`src/rtl/byte_lane_wr_fmt.sv`:
```
// byte_lane_wr_fmt
// ----------------
// Write-burst formatter feeding one DDR3 byte lane. A write request plus a
// per-clk_div-cycle data stream becomes the lane's din / din_dm / tin_dq /
// din_dqs / tin_dqs slices (4 time slots per clk_div cycle, slot 0 first on
// the wire). Generates DQS preamble, toggling and postamble and the DQ/DM
// drive window. Back-to-back bursts run seamlessly with continuous DQS.
//
// Optional build macro: BYTE_LANE_WR_FMT_WLEV_EN
//   Adds the wlev_pulse input and a one-cycle WLEV state that emits a single
//   DQS rising edge for write leveling.
//
// Ports
//   clk_div     in   sole clock, rising edge
//   rst         in   asynchronous active-high reset
//   wr_start    in   burst request; accepted only while ready=1
//   wr_len      in   data cycles minus 1, sampled with an accepted wr_start
//   wr_data     in   32-bit slot-major lane data (bit 8*k+i = DQ i, slot k)
//   wr_dm       in   data mask per slot
//   wlev_pulse  in   (macro only) write-leveling pulse request
//   data_req    out  wr_data/wr_dm are consumed at the end of this cycle
//   ready       out  wr_start would be accepted this cycle
//   busy        out  state is not IDLE
//   start_err   out  one-cycle pulse: wr_start arrived while not ready
//   din         out  lane DQ data slices
//   din_dm      out  lane DM slices
//   tin_dq      out  per-slot DQ/DM tristate (1 = high-Z)
//   din_dqs     out  per-slot DQS value
//   tin_dqs     out  per-slot DQS tristate (1 = high-Z)
//
// State table
//   state  | meaning
//   IDLE   | lane released, waiting for a request
//   PRE    | DQS preamble (slots 2,3 driven low), first data fetched
//   DATA   | DQ driven, DQS toggling, cnt = data cycles left after this one
//   POST   | DQS postamble (slots 0,1 driven low)
//   WLEV   | (macro only) single DQS rising edge for write leveling

module byte_lane_wr_fmt #(
  parameter int LEN_BITS = 4
) (
  input  logic                clk_div,
  input  logic                rst,
  input  logic                wr_start,
  input  logic [LEN_BITS-1:0] wr_len,
  input  logic [31:0]         wr_data,
  input  logic [3:0]          wr_dm,
`ifdef BYTE_LANE_WR_FMT_WLEV_EN
  input  logic                wlev_pulse,
`endif
  output logic                data_req,
  output logic                ready,
  output logic                busy,
  output logic                start_err,
  output logic [31:0]         din,
  output logic [3:0]          din_dm,
  output logic [3:0]          tin_dq,
  output logic [3:0]          din_dqs,
  output logic [3:0]          tin_dqs
);

  typedef enum logic [2:0] {
    S_IDLE = 3'd0,
    S_PRE  = 3'd1,
    S_DATA = 3'd2,
    S_POST = 3'd3
`ifdef BYTE_LANE_WR_FMT_WLEV_EN
    ,
    S_WLEV = 3'd4
`endif
  } state_t;

  localparam logic [LEN_BITS-1:0] CNT_ONE = {{(LEN_BITS-1){1'b0}}, 1'b1};

  state_t              state;
  state_t              state_nxt;
  logic [LEN_BITS-1:0] cnt;
  logic [LEN_BITS-1:0] cnt_nxt;
  logic                accept;
  logic                last_data;

  logic                data_req_q;
  logic                data_req_nxt;
  logic                start_err_nxt;
  logic [31:0]         din_nxt;
  logic [3:0]          din_dm_nxt;
  logic [3:0]          tin_dq_nxt;
  logic [3:0]          din_dqs_nxt;
  logic [3:0]          tin_dqs_nxt;

  assign last_data = (state == S_DATA) && (cnt == '0);
  assign ready     = (state == S_IDLE) || last_data;
  assign accept    = wr_start && ready;
  assign busy      = (state != S_IDLE);

  // A seamless follow-on request arrives in the same cycle its first data
  // word has to be fetched, so that one fetch cannot come from a register.
  assign data_req  = data_req_q || (last_data && wr_start);

  // --------------------------------------------------------------------
  // Next state and counter
  // --------------------------------------------------------------------
  always_comb begin
    state_nxt = state;
    cnt_nxt   = cnt;
    case (state)
      S_IDLE: begin
        if (accept) begin
          state_nxt = S_PRE;
          cnt_nxt   = wr_len;
        end
`ifdef BYTE_LANE_WR_FMT_WLEV_EN
        else if (wlev_pulse) begin
          state_nxt = S_WLEV;
        end
`endif
      end
      S_PRE: begin
        state_nxt = S_DATA;
      end
      S_DATA: begin
        if (cnt != '0) begin
          cnt_nxt = cnt - CNT_ONE;
        end else if (accept) begin
          cnt_nxt = wr_len;
        end else begin
          state_nxt = S_POST;
        end
      end
      S_POST: begin
        state_nxt = S_IDLE;
      end
`ifdef BYTE_LANE_WR_FMT_WLEV_EN
      S_WLEV: begin
        state_nxt = S_IDLE;
      end
`endif
      default: begin
        state_nxt = S_IDLE;
        cnt_nxt   = '0;
      end
    endcase
  end

  always_ff @(posedge clk_div or posedge rst) begin
    if (rst) begin
      state <= S_IDLE;
      cnt   <= '0;
    end else begin
      state <= state_nxt;
      cnt   <= cnt_nxt;
    end
  end

  // --------------------------------------------------------------------
  // Registered outputs: decoded from the state being entered, so each
  // output register holds the value belonging to the current state.
  // --------------------------------------------------------------------
  always_comb begin
    tin_dq_nxt    = 4'hf;
    tin_dqs_nxt   = 4'hf;
    din_dqs_nxt   = 4'h0;
    din_nxt       = 32'h0;
    din_dm_nxt    = 4'h0;
    data_req_nxt  = 1'b0;
    start_err_nxt = wr_start && !ready;
    case (state_nxt)
      S_PRE: begin
        tin_dqs_nxt  = 4'b0011;
        data_req_nxt = 1'b1;
      end
      S_DATA: begin
        tin_dq_nxt   = 4'h0;
        tin_dqs_nxt  = 4'h0;
        din_dqs_nxt  = 4'b0101;
        din_nxt      = wr_data;
        din_dm_nxt   = wr_dm;
        data_req_nxt = (cnt_nxt != '0);
      end
      S_POST: begin
        tin_dqs_nxt = 4'b1100;
      end
`ifdef BYTE_LANE_WR_FMT_WLEV_EN
      S_WLEV: begin
        tin_dqs_nxt = 4'h0;
        din_dqs_nxt = 4'b0010;
      end
`endif
      default: begin
      end
    endcase
  end

  always_ff @(posedge clk_div or posedge rst) begin
    if (rst) begin
      din        <= 32'h0;
      din_dm     <= 4'h0;
      tin_dq     <= 4'hf;
      din_dqs    <= 4'h0;
      tin_dqs    <= 4'hf;
      data_req_q <= 1'b0;
      start_err  <= 1'b0;
    end else begin
      din        <= din_nxt;
      din_dm     <= din_dm_nxt;
      tin_dq     <= tin_dq_nxt;
      din_dqs    <= din_dqs_nxt;
      tin_dqs    <= tin_dqs_nxt;
      data_req_q <= data_req_nxt;
      start_err  <= start_err_nxt;
    end
  end

endmodule
```
`config.mk`:
```
export PLATFORM = sky130hd
export DESIGN_NAME = byte_lane_wr_fmt
export DESIGN_NICKNAME = d
export VERILOG_FILES = /design/src/rtl/byte_lane_wr_fmt.sv
export SDC_FILE = /design/constraint.sdc
export NUM_CORES = 1
export LEC_CHECK = 0
export ABC_AREA = 1
export BUFFER_PORTS_ARGS = -buffer_cell sky130_fd_sc_hd__buf_4
export CORE_ASPECT_RATIO = 0.7
export CORE_MARGIN = 5
export CORE_UTILIZATION = 51
export CTS_CLUSTER_SIZE = 20
export DETAILED_ROUTE_END_ITERATION = 10
export PLACE_DENSITY = 0.85
export SETUP_SLACK_MARGIN = 0.02
export SYNTH_ARGS = -nofsm -noshare
export SYNTH_HDL_FRONTEND = slang
export SYNTH_SLANG_ARGS = --single-unit
export TNS_END_PERCENT = 50
```
`constraint.sdc`:
```
create_clock -name clk_div -period 3.8 [get_ports clk_div]
set_input_delay 1.14 -clock clk_div [delete_from_list [all_inputs] [get_ports clk_div]]
set_output_delay 1.14 -clock clk_div [all_outputs]
set_load 0.02 [all_outputs]
```
---- Yosys cells after proc, flatten, opt, wreduce, memory -nomap -nowiden ----
Cells that the tools add are included.
word-level totals
  flip-flop bits (word level) ............. 57
  bits in latches ......................... 0
  RAM bits ................................ 0
  memory bits (read-only) ................. 0
  bits of input ports ..................... 43
  output and inout port bits .............. 52
  logic and storage cells ................. 42
  memories kept ........................... 0
operators by class
  $add $sub $neg .......................... 1
  multipliers ............................. 0
  div/mod/pow operators ................... 0
  magnitude comparators ................... 0
  equal/unequal tests ..................... 6
  shift operators ......................... 0
  muxes and demuxes ....................... 13
  bitwise operators ....................... 0
  reduce and logical (&&, ||, !) cells .... 13
operators by type and width
  cell                                                                count
  32-bit 2-to-1 mux                                                   1
  4-bit case mux with 3 select lines                                  2
  4-bit 2-to-1 mux                                                    4
  3-bit by 2-bit == test with 1-bit output, second input constant     4
  3-bit 2-to-1 mux                                                    4
  3-bit case mux with 3 select lines                                  1
  4-bit nonzero test                                                  2
  3-bit by 1-bit == test with 1-bit output, second input constant     2
  1-bit logical AND                                                   4
  4-bit zero test                                                     1
  4-bit by 1-bit subtractor with 4-bit output, second input constant  1
  3-bit zero test                                                     1
  3-bit nonzero test                                                  1
  1-bit logical OR                                                    2
  1-bit case mux with 2 select lines                                  1
  2-bit OR reduction                                                  1
  1-bit zero test                                                     1

---- Longest topological paths before layout ----
Gate-level depths: netlist of run 1.
  depth after elaboration ................. 9
  gate-level depth with buffers ........... 12

---- Worst setup path after synthesis of run 1 ----
No wires, ideal clock.
  path kind ............................... in2out
  start point ............................. input wr_start
  end point ............................... output data_req
  arrival time ............................ 1.705 ns
  required time ........................... 2.660 ns
  setup slack ............................. 0.955 ns
  stages on the path ...................... 3
  path buffers ............................ 1
  cells stage by stage .................... buf_4 -> inv_1 -> o21bai_1
between the ends
  cells in the longest elaborated chain, start to end .. 2
RTL lines
  element            RTL line  source
  from (decl)        44        input logic wr_start,
  1-bit logical AND  98        assign data_req = data_req_q || (last_data && wr_start);
  1-bit logical OR   98
  to (decl)          51        output logic data_req,
Every way passes these cells.

---- Worst setup path after layout of run 1 ----
  start point ............................. register cnt[0]
  end point ............................... output data_req
between the ends
  cells in the longest elaborated chain, start to end .. 4
RTL lines
  element                 RTL line  source
  from (decl)             77        logic [LEN_BITS-1:0] cnt;
  from (signal assigned)  151       cnt <= cnt_nxt;
  4-bit zero test         91        assign last_data = (state == S_DATA) && (cnt == '0);
  1-bit logical AND       91
  1-bit logical AND       98
  1-bit logical OR        98
Every way passes these cells.

==> results of run 1 <==
[synth_stat cells]
cell type / number
nand2_1: 25
dfstp_2: 3
buf_12: 3
nand3_1: 5
o21bai_1: 1
nor2_2: 1
inv_2: 4
conb_1: 1
o21ai_2: 3
nand2_2: 4
o21ai_0: 3
nor3_1: 2
buf_6: 1
dfrtp_1: 46
nor2_1: 16
ha_1: 1
a21oi_1: 3
inv_1: 53
nor2_4: 29
nand3_2: 2
o21ai_1: 1
buf_4: 9
[flip-flops by register name, indices dropped and copies added (netlist names)]
| name | cells |
|---|---|
| cnt | 4 |
| data_req_q | 1 |
| din | 32 |
| din_dm | 4 |
| din_dqs | 1 |
| start_err | 1 |
| state | 3 |
| tin_dq | 1 |
| tin_dqs | 2 |
[layer usage]
metal / wire length (um) / track usage, % / up-vias
li1: - / - / 775
met1: 1670 / 19.4 / 710
met2: 2250 / 28.8 / 77
met3: 769 / 10.4 / 2
met4: 18 / 3.35 / 0
met5: 0 / 0 / -
[final timing paths]
path                                         start             endpoint  slack [ns]
worst min-delay path            state[1]$_DFF_PP0_   state[1]$_DFF_PP0_        0.64
worst max-delay path              cnt[0]$_DFF_PP0_             data_req        0.96
max in group asynchronous                      rst   state[1]$_DFF_PP0_        2.12
min in group asynchronous                      rst  start_err$_DFF_PP0_        1.09
worst min register to register  state[1]$_DFF_PP0_   state[1]$_DFF_PP0_        0.64
worst max register to register    cnt[0]$_DFF_PP0_  din_dm[0]$_DFF_PP0_        1.39
[power groups by stage]
| stage | registers [uW] | logic (uW) | clock network, uW |
|---|---|---|---|
| 2_1_floorplan | 638 | 195 | 0 |
| 3_3_place_gp | 598 | 336 | 0 |
| 3_5_place_dp | 602 | 344 | 0 |
| 4_1_cts | 592 | 345 | 307 |
| 5_1_grt | 596 | 374 | 330 |
| 6_report | 591 | 342 | 296 |
[worst register-to-register path: cells and delay by family, from the launching register on]
family                   cells  cell delay, ns
AO/OA/AOI/OAI                1            0.08
adder cells (fa/ha/maj)      1            0.21
buffers and inverters        3            0.71
flip-flops                   1            0.40
AND/OR/NAND/NOR              5            0.90
[per-stage QoR]
step | std cells | utilization [%] | hold WS, ns
detailed placement | 353 | 67.2 | 0.630
global route | 361 | 69.2 | 0.675
finish | 361 | 69.2 | 0.640
CTS | 361 | 69.2 | 0.648
floorplan | 218 | - | 0.538
global placement | 353 | 67.2 | 0.563
[cells by family (layout without fill, tap and decap cells)]
logic type / after synthesis / after routing / share of synthesized area [%]
DFF: 49 / 49 / 55.0
adders and majority gates: 1 / 1 / 0.560
other: 1 / 3 / 0.168
AOI/OAI and AO/OA: 11 / 11 / 3.08
buffers and inverters: 70 / 158 / 15.8
and+or+nand+nor: 84 / 84 / 25.4
[layout make-up]
| class | instances | area, um^2 |
|---|---|---|
| Fill cell | 339 | 1320 |
| Tap cell | 55 | 68.8 |
| Clock inverter | 2 | 13.8 |
| Sequential cell | 49 | 1230 |
| Clock buffer | 6 | 72.6 |
| Multi-Input combinational cell | 99 | 664 |
| Inverter | 57 | 214 |
| Timing Repair Buffer | 93 | 698 |
==> results.ini, run 1 <==
[synthesis]
yosysTopAreaCellShare_pct=51.5
netlist_top_cells_area=dfrtp_1 (52%), nor2_4 (15%), inv_1 (8.9%)
synth_area_leader_cell=dfrtp_1
ys_seq_area_share_pct=55.0
synthCells=216
avgSynthCellArea_um2=10.3
synth-seq-cells=49
yosysWarnings=0
synth_cell_types=22
syn_area_mm2=0.00223

[cells_and_area]
drive_above_1_share_pct=48.0
area_growth_pct=32.5
final_cell_mix=buf_4 (93), inv_1 (52), dfrtp_1 (46)
layout_commonest_cell=buf_4
final_area_mm2=0.00296
n_antenna_cell=0
fin_nets=349

[critical_path]
cp.depth=7
crit_family=flip-flops
worstPathRequired_ns=2.66
arrival_ns=1.70
path_buf_inv=2
worstPathCellList=inv_1, ha_1, nand2_1, nor2_1, nand2_2, o21bai_1, buf_4
r2r_cells=10
cp-end-kind=primary output
crit_path_max_incr_delay_ns=0.40
setup.worst_path.class=register to primary output
critPathSlowestCell=dfrtp_1
worstSetupStartpointType=register
critical_path_peak_fanout=5

[sta]
finalSetupTns_ns=0
final.setup.worst_slack_ns=0.957
tightest_slew_ns=0.973
period_share_pct=74.8
hold_viol=0
clock.fmax_mhz=352
rsz0062_at_grt=false
slew_violations=0
setup_viol=0
fin_skew_ns=0.00582
finalCriticalPeriod_ns=2.84
max_slew_margin_pct=35.0

[clock_tree]
postCtsSetupRepairBufs=0
clk_pin_slew_ns=0.08
clock_sinks=49
clock_path_buffers=2
postCtsHoldBufs=0
htreeDepth=2
numCtsBuffers=5
clk_latency_ns=0.29
cts_resized=0
cts_root_buf=clkbuf_8
cts_tree=yes

[floorplan]
start_util_pct=52.2
num_io_pins=95
rows=20
die_area_mm2=0.00583
core_area_mm2=0.00428
die-height_um=65.4
fp.dieW_um=89.1

[pwr]
pwr-share-comb_pct=27.8
power.density_mw_per_mm2=415
leakagePower_uw=0.00170
p_total_uw=1230
ir_worst_vdd_v=0.000264
clkPwrFrac_pct=24.1
share_seq_of_total_power_pct=48.1
switching_share_pct=32.4
p_int_uw=831
p_sw_uw=398

[grt]
grt_max_degree=50
grt.overflow.total=0
grt_pass1_vias=1673
antenna_found_initial=0
gr-usage-all-layers_pct=17.4
grt_pass1_wl_um=7660

[placed_design]
gp_congestion=0.827
io_buffers=92
dp_hpwl_um=3790
post-place-ws_ns=0.975
place_area_mm2=0.00288

[route]
wl_um=4700
drtIter0Drc=64
post_drt_wl_per_cell_um=13.0
via_per_inst=4.33
route.detailed.drc=0
vias=1564
first_pass_iters=4
ant_nets=0

[min_path]
hold_path_depth=1
worstHoldPathType=register to register

[run_status]
status=completed

[job]
maxCapViolations=0

Note: power is estimated with default switching activity, not from simulation.
==> run 2, diff against run 1 <==
Settings changed: ABC_AREA 1 to 0, CORE_UTILIZATION 51 to 45, PLACE_DENSITY 0.85 to 0.79.
Clock period 3.8 ns to 2.8 ns, I/O delays scaled along.
==> run 2 against run 1 <==
  * Flip-flop and latch count stayed put
  * Clock skew is 0.0028 ns lower
  * Register-to-register slack lost 1.0 ns
  * First-iteration DRC count grew 7.8%
  * Critical path type unchanged
  * Largest cell class unchanged
==> results.ini, run 2 <==
[sta]
hold_slack_ns=0.665  ; +0.0246 ns
tightest_slew_ns=1.20  ; +0.223 ns
setup_viol=0  ; unchanged
max_slew_margin_pct=20.2  ; -15 points
finalCriticalPeriod_ns=2.71
finalSetupTns_ns=0  ; unchanged
fin_skew_ns=0.00298  ; -0.00284 ns
period_share_pct=96.9
clock.fmax_mhz=369
rsz0062_at_grt=true
hold_viol=0  ; unchanged
slew_violations=0  ; unchanged

[grt]
use_met2_pct=21.7  ; -7.0 points
grt.overflow.total=0  ; unchanged
grt_use_met1_pct=21.2  ; +1.7 points
antenna_found_initial=0  ; unchanged
met3_usage_pct=5.82  ; -4.6 points
gr-max-usage-layer=met2
grt_pass1_vias=1333  ; -20%
grt_pass1_wl_um=6610  ; -14%
gr-usage-all-layers_pct=14.7  ; -2.7 points
grt_max_degree=41  ; -18%

[synthesis]
synth_edf_count=0  ; unchanged
yosysTopAreaCellShare_pct=59.8  ; +8.3 points
avgSynthCellArea_um2=12.0  ; +16%
async_reset_ff_share_pct=100  ; unchanged
yosysMostFrequentCell=dfrtp_1
synth_cell_types=34  ; +55%
synth_area_leader_cell=dfrtp_1
syn_area_mm2=0.00192  ; -14%
netlist_top_cells_area=dfrtp_1 (60%), and2_1 (12%), dfstp_2 (4.1%)
synth-seq-cells=49  ; unchanged
yosysWarnings=0  ; unchanged
synthCells=160  ; -26%
ys_seq_area_share_pct=63.9  ; +8.9 points
yosys-top-cells-count=dfrtp_1 (46), and2_1 (36), nor2_1 (9), buf_4 (8)
synth_ff_type=dfrtp_1

[floorplan]
die_area_mm2=0.00570  ; -2.1%
num_io_pins=95  ; unchanged
core_area_mm2=0.00402  ; -6.1%
die-height_um=64.7  ; -1.0%
fp.dieW_um=88.2  ; -1.1%
start_util_pct=47.9  ; -4.3 points
rows=19  ; -5.0%

[cells_and_area]
reg.largest.list=din (32), cnt (4), din_dm (4)
drive_above_1_share_pct=45.3  ; -2.7 points
largest_reg_flops=32  ; unchanged
final_util_pct=66.9  ; -2.3 points
fin_nets=291  ; -17%
n_antenna_cell=0  ; unchanged
area_growth_pct=39.7
layout_commonest_cell=buf_4
nFillCells=326  ; -3.8%
regMostFlops=din
final_cell_mix=buf_4 (95), dfrtp_1 (46), and2_1 (36)

[job]
maxCapViolations=0  ; unchanged

[min_path]
worstHoldPathType=register to register

[critical_path]
critPathSlowestCell=dfrtp_1
worstPathCellList=inv_1, ha_1, or3b_1, buf_4, inv_1, a41o_1, buf_4
critical_path_peak_fanout=6  ; +1
path_buf_inv=4  ; +2
cp-end-kind=primary output
worstPathRequired_ns=1.96  ; -0.70 ns
arrival_ns=1.87  ; +0.17 ns
crit_family=buffers and inverters
setup.worst_path.class=register to primary output
worstSetupStartpointType=register
crit_path_max_incr_delay_ns=0.42  ; +0.02 ns

[route]
route.detailed.drc=0  ; unchanged
drtIter0Drc=69  ; +7.8%
post_drt_wl_per_cell_um=13.8  ; +6.1%
vias=1403  ; -10%
wl_um=4140  ; -12%
ant_nets=0  ; unchanged
first_pass_iters=4  ; unchanged
via_per_inst=4.69  ; +8.3%

[pwr]
leakagePower_uw=0.00143  ; -16%
power.density_mw_per_mm2=550  ; +33%
ir_worst_vdd_v=0.000361  ; +37%

[clock_tree]
postCtsSetupRepairBufs=0  ; unchanged
htreeDepth=2  ; unchanged
clk_latency_ns=0.28  ; about the same
numCtsBuffers=5  ; unchanged
clk_pin_slew_ns=0.08  ; about the same
clock_sinks=49  ; unchanged
cts_tree=yes
clock_path_buffers=2  ; unchanged
cts_root_buf=clkbuf_8

[placed_design]
dp_hpwl_um=3250  ; -14%
io_buffers=92  ; unchanged
gp_congestion=0.874  ; +5.7%

[run_status]
status=completed

-- run 2: cell types whose count changed after synthesis, moves of 7 or more --
cell / change
nor2_1: -7
nand2_1: -21
inv_1: -46
and2_1: +36
nor2_4: -29
-- run 2: routing by layer --
| layer | share of wire (%) | vias up |
|---|---|---|
| met3 | 12 | 2 |
| met5 | 0 | - |
| met1 | 43 | 666 |
| li1 | - | 673 |
| met4 | 0.097 | 0 |
| met2 | 44 | 62 |
-- run 2: path summary, 6_finish.rpt --
check                                       end  slack, ns  depth (start not counted)              from
setup / recovery                       data_req       0.09                          7  cnt[0]$_DFF_PP0_
hold / removal                 cnt[0]$_DFF_PP0_       0.66                          3  cnt[0]$_DFF_PP0_
setup reg to reg           data_req_q$_DFF_PP0_       0.39                          8  cnt[0]$_DFF_PP0_
hold reg to reg                cnt[0]$_DFF_PP0_       0.66                          3  cnt[0]$_DFF_PP0_
max in group asynchronous      din[4]$_DFF_PP0_       1.49                          3               rst
min in group asynchronous      din[8]$_DFF_PP0_       0.72                          2               rst
-- run 2: report_power, final --
part           switching, uW  internal, uW
logic                    159           146
registers               31.0           752
clock network            195           196
total                    385          1090
-- run 2: worst min-delay path: cells and delay by family, from the launching register on --
family / cells / cell delay [ns]
flops: 1 / 0.40
compound gates: 1 / 0.06
simple gates: 2 / 0.16
-- run 2: what timing repair did --
action,CTS,global route
hold buffers,0,0
resized for setup,0,1
setup endpoints to repair,0,2
-- run 2: area by class of cell --
class,count,area (um^2),share of cell area [%]
clock buffer,7,86.3,3.21
inverter,7,26.3,0.978
multi-input combinational,89,567,21.1
sequential,49,1230,45.8
tap,52,65.1,2.42
timing repair buffer,95,713,26.5
-- run 2: kinds of logic (layout without fill, tap and decap cells) --
logic type | after synthesis | after routing | synth area share (%)
simple gates | 67 | 67 | 20.3
xor+xnor | 1 | 1 | 0.455
compound gates | 15 | 15 | 5.92
buf+inv | 24 | 109 | 7.48
mux | 2 | 2 | 1.11
other cells | 1 | 3 | 0.195
flops | 49 | 49 | 63.9
fa+ha+maj | 1 | 1 | 0.650
-- run 2: per-stage QoR --
stage          total power, uW  instance area (um^2)  std cells  setup slack (ns)
2_1_floorplan              981                  1930        162             0.175
3_3_place_gp              1100                  2600        292             0.410
3_5_place_dp              1100                  2600        292             0.323
4_1_cts                   1500                  2680        299            0.0305
5_1_grt                   1560                  2690        299            0.0133
6_report                  1480                  2690        299            0.0878
==> run 3, diff against run 2 <==
==> constraint.sdc (replaced) <==
create_clock -name clk_div -period 2.8 [get_ports clk_div]
set_input_delay 0.28 -clock clk_div [delete_from_list [all_inputs] [get_ports clk_div]]
set_output_delay 0.28 -clock clk_div [all_outputs]
set_load 0.02 [all_outputs]
==> run 3 against run 2 <==
  * Maximum frequency increased by 13%
  * Count of clock-buffer cells in the layout did not move
  * Global-route usage is 0.78 points higher
  * Non-clock buffer count down 3
  * Sequential share of layout area is essentially flat
  * Die area did not move
  * Core utilization grew 0.062 points
  * Combinational power fell by 3%
  * Wire length decreased by 0.31%
  * Clock power up 27%
  * Cell area is essentially flat
  * Critical path type is now register to register
  * Largest cell class unchanged
==> results.ini, run 3 (synthesis gave the netlist of run 2 again) <==
[cells_and_area]
drive_above_1_share_pct=44.5  ; -0.85 points
n_antenna_cell=0  ; unchanged
final_util_pct=67.0  ; about the same
regMostFlops=din
nFillCells=322  ; -1.2%
seqCellArea_mm2=0.00123  ; unchanged
multi_input_area_um2=562  ; -0.88%
reg.largest.list=din (32), cnt (4), din_dm (4)
fin_nets=288  ; -1.0%
final_cell_mix=buf_4 (92), dfrtp_1 (46), and2_1 (36)
final_cells=297  ; -0.67%
largest_reg_flops=32  ; unchanged
layout_commonest_cell=buf_4
area_growth_pct=39.8  ; about the same

[placed_design]
io_buffers=92  ; unchanged
dp_hpwl_um=3230  ; -0.72%
gp_congestion=0.883  ; +0.97%
post-place-ws_ns=0.362  ; +0.0386 ns
dp_cells=289  ; -1.0%

[grt]
grt_pass1_wl_um=6700  ; +1.3%
grt_max_degree=50  ; +22%
grt.overflow.total=0  ; unchanged
gr-usage-all-layers_pct=15.5  ; +0.78 points
antenna_found_initial=0  ; unchanged
grt_pass1_vias=1393  ; +4.5%

[critical_path]
reg2reg_to=data_req_q$_DFF_PP0_
arrival_ns=2.61  ; +0.74 ns
worstSetupStartpointType=register
ff2ff_setup_slack_ns=0.41  ; +0.02 ns
critical_path_peak_fanout=39  ; +33
crit_path_start=cnt[0]$_DFF_PP0_
cp-end-kind=register
worstPathRequired_ns=3.02  ; +1.06 ns
setup.worst_path.class=register to register
reg2reg_from=cnt[0]$_DFF_PP0_
r2r_cells=7  ; -1
endpoint=data_req_q$_DFF_PP0_

[route]
first_pass_iters=4  ; unchanged
route.detailed.drc=0  ; unchanged
via_per_inst=4.61  ; -1.8%
drtIter0Drc=80  ; +16%
post_drt_wl_per_cell_um=13.9  ; +0.36%
wl_um=4120  ; -0.31%
ant_nets=0  ; unchanged
vias=1369  ; -2.4%

[clock_tree]
clk_latency_ns=0.29  ; about the same
postCtsSetupRepairBufs=0  ; unchanged
cts_tree=yes
numCtsBuffers=5  ; unchanged
clk_pin_slew_ns=0.08  ; about the same
clock_path_buffers=2  ; unchanged
cts_root_buf=clkbuf_8
htreeDepth=2  ; unchanged
postCtsHoldBufs=0  ; unchanged
cts_resized=0  ; unchanged
clock_sinks=49  ; unchanged

[pwr]
clkPwrFrac_pct=31.6  ; +5.2 points
p_sw_uw=395  ; +2.5%
p_total_uw=1580  ; +6.6%
power.density_mw_per_mm2=586  ; +6.5%
switching_share_pct=25.0  ; -1.0 points
share_seq_of_total_power_pct=49.6  ; -3.3 points
ir_worst_vdd_v=0.000378  ; +4.7%
pwr-share-comb_pct=18.8  ; -1.8 points
leakagePower_uw=0.00143  ; about the same
p_int_uw=1180  ; +8.1%

[sta]
final.setup.worst_slack_ns=0.407  ; +0.319 ns
rsz0062_at_grt=false
setup_viol=0  ; unchanged
clock.fmax_mhz=418  ; +13%
finalSetupTns_ns=0  ; unchanged
hold_viol=0  ; unchanged
fin_skew_ns=0.00605  ; +0.00307 ns
finalCriticalPeriod_ns=2.39  ; -0.319 ns
period_share_pct=85.5  ; -11 points
slew_violations=0  ; unchanged
max_slew_margin_pct=23.6  ; +3.4 points
tightest_slew_ns=1.15  ; -0.0509 ns

[min_path]
worstHoldPathType=input pin to register

[floorplan]
rows=19  ; unchanged
num_io_pins=95  ; unchanged
die-height_um=64.7  ; unchanged
die_area_mm2=0.00570  ; unchanged
fp.dieW_um=88.2  ; unchanged
core_area_mm2=0.00402  ; unchanged
start_util_pct=47.9  ; unchanged

[run_status]
status=completed

[job]
maxCapViolations=0  ; unchanged

[run 3: stage by stage]
| step | instance area [um^2] | hold WS (ns) |
|---|---|---|
| 3_3_place_gp | 2570 | 0.487 |
| 3_5_place_dp | 2570 | 0.491 |
| 6_report | 2690 | 0.185 |
| 4_1_cts | 2690 | 0.171 |
| 5_1_grt | 2690 | 0.168 |
| 2_1_floorplan | 1930 | 0.409 |
[run 3: critical path, stage by stage, from the launching register on]
cell	delay (ns)
dfrtp_1	0.41
inv_1	0.08
ha_1	0.22
or3b_1	0.32
o21bai_2	0.09
a21oi_2	0.85
nor2_1	0.15
a31oi_1	0.19
[run 3: worst min path at each step]
stage,start,end,cells past startpoint
2_1_floorplan,wr_data[0],din[0]$_DFF_PP0_,1
4_1_cts,wr_data[9],din[9]$_DFF_PP0_,2
3_3_place_gp,wr_data[7],din[7]$_DFF_PP0_,2
3_5_place_dp,wr_data[9],din[9]$_DFF_PP0_,2
6_report,wr_data[9],din[9]$_DFF_PP0_,2
5_1_grt,wr_data[8],din[8]$_DFF_PP0_,2
[run 3: power groups by stage]
stage / sequential, uW / clock (uW) / combinational (uW)
2_1_floorplan: 824 / 0 / 157
3_3_place_gp: 794 / 0 / 297
3_5_place_dp: 796 / 0 / 300
4_1_cts: 782 / 521 / 301
5_1_grt: 790 / 551 / 324
6_report: 782 / 498 / 296
[run 3: cell type report]
class	instances	share of cell area [%]
sequential	49	45.7
timing repair buffer	92	25.7
multi-input combinational	89	20.9
clock buffer	7	3.21
tap	52	2.42
clock inverter	1	1.12
inverter	7	0.977
[run 3: per-layer routing]
layer  part of all wire, %  up-vias  track usage, %
li1                      -      669               -
met1                    38      620            18.7
met2                    45       72            24.2
met3                    15        8            7.72
met4                   1.5        0            5.66
met5                     0        -               0
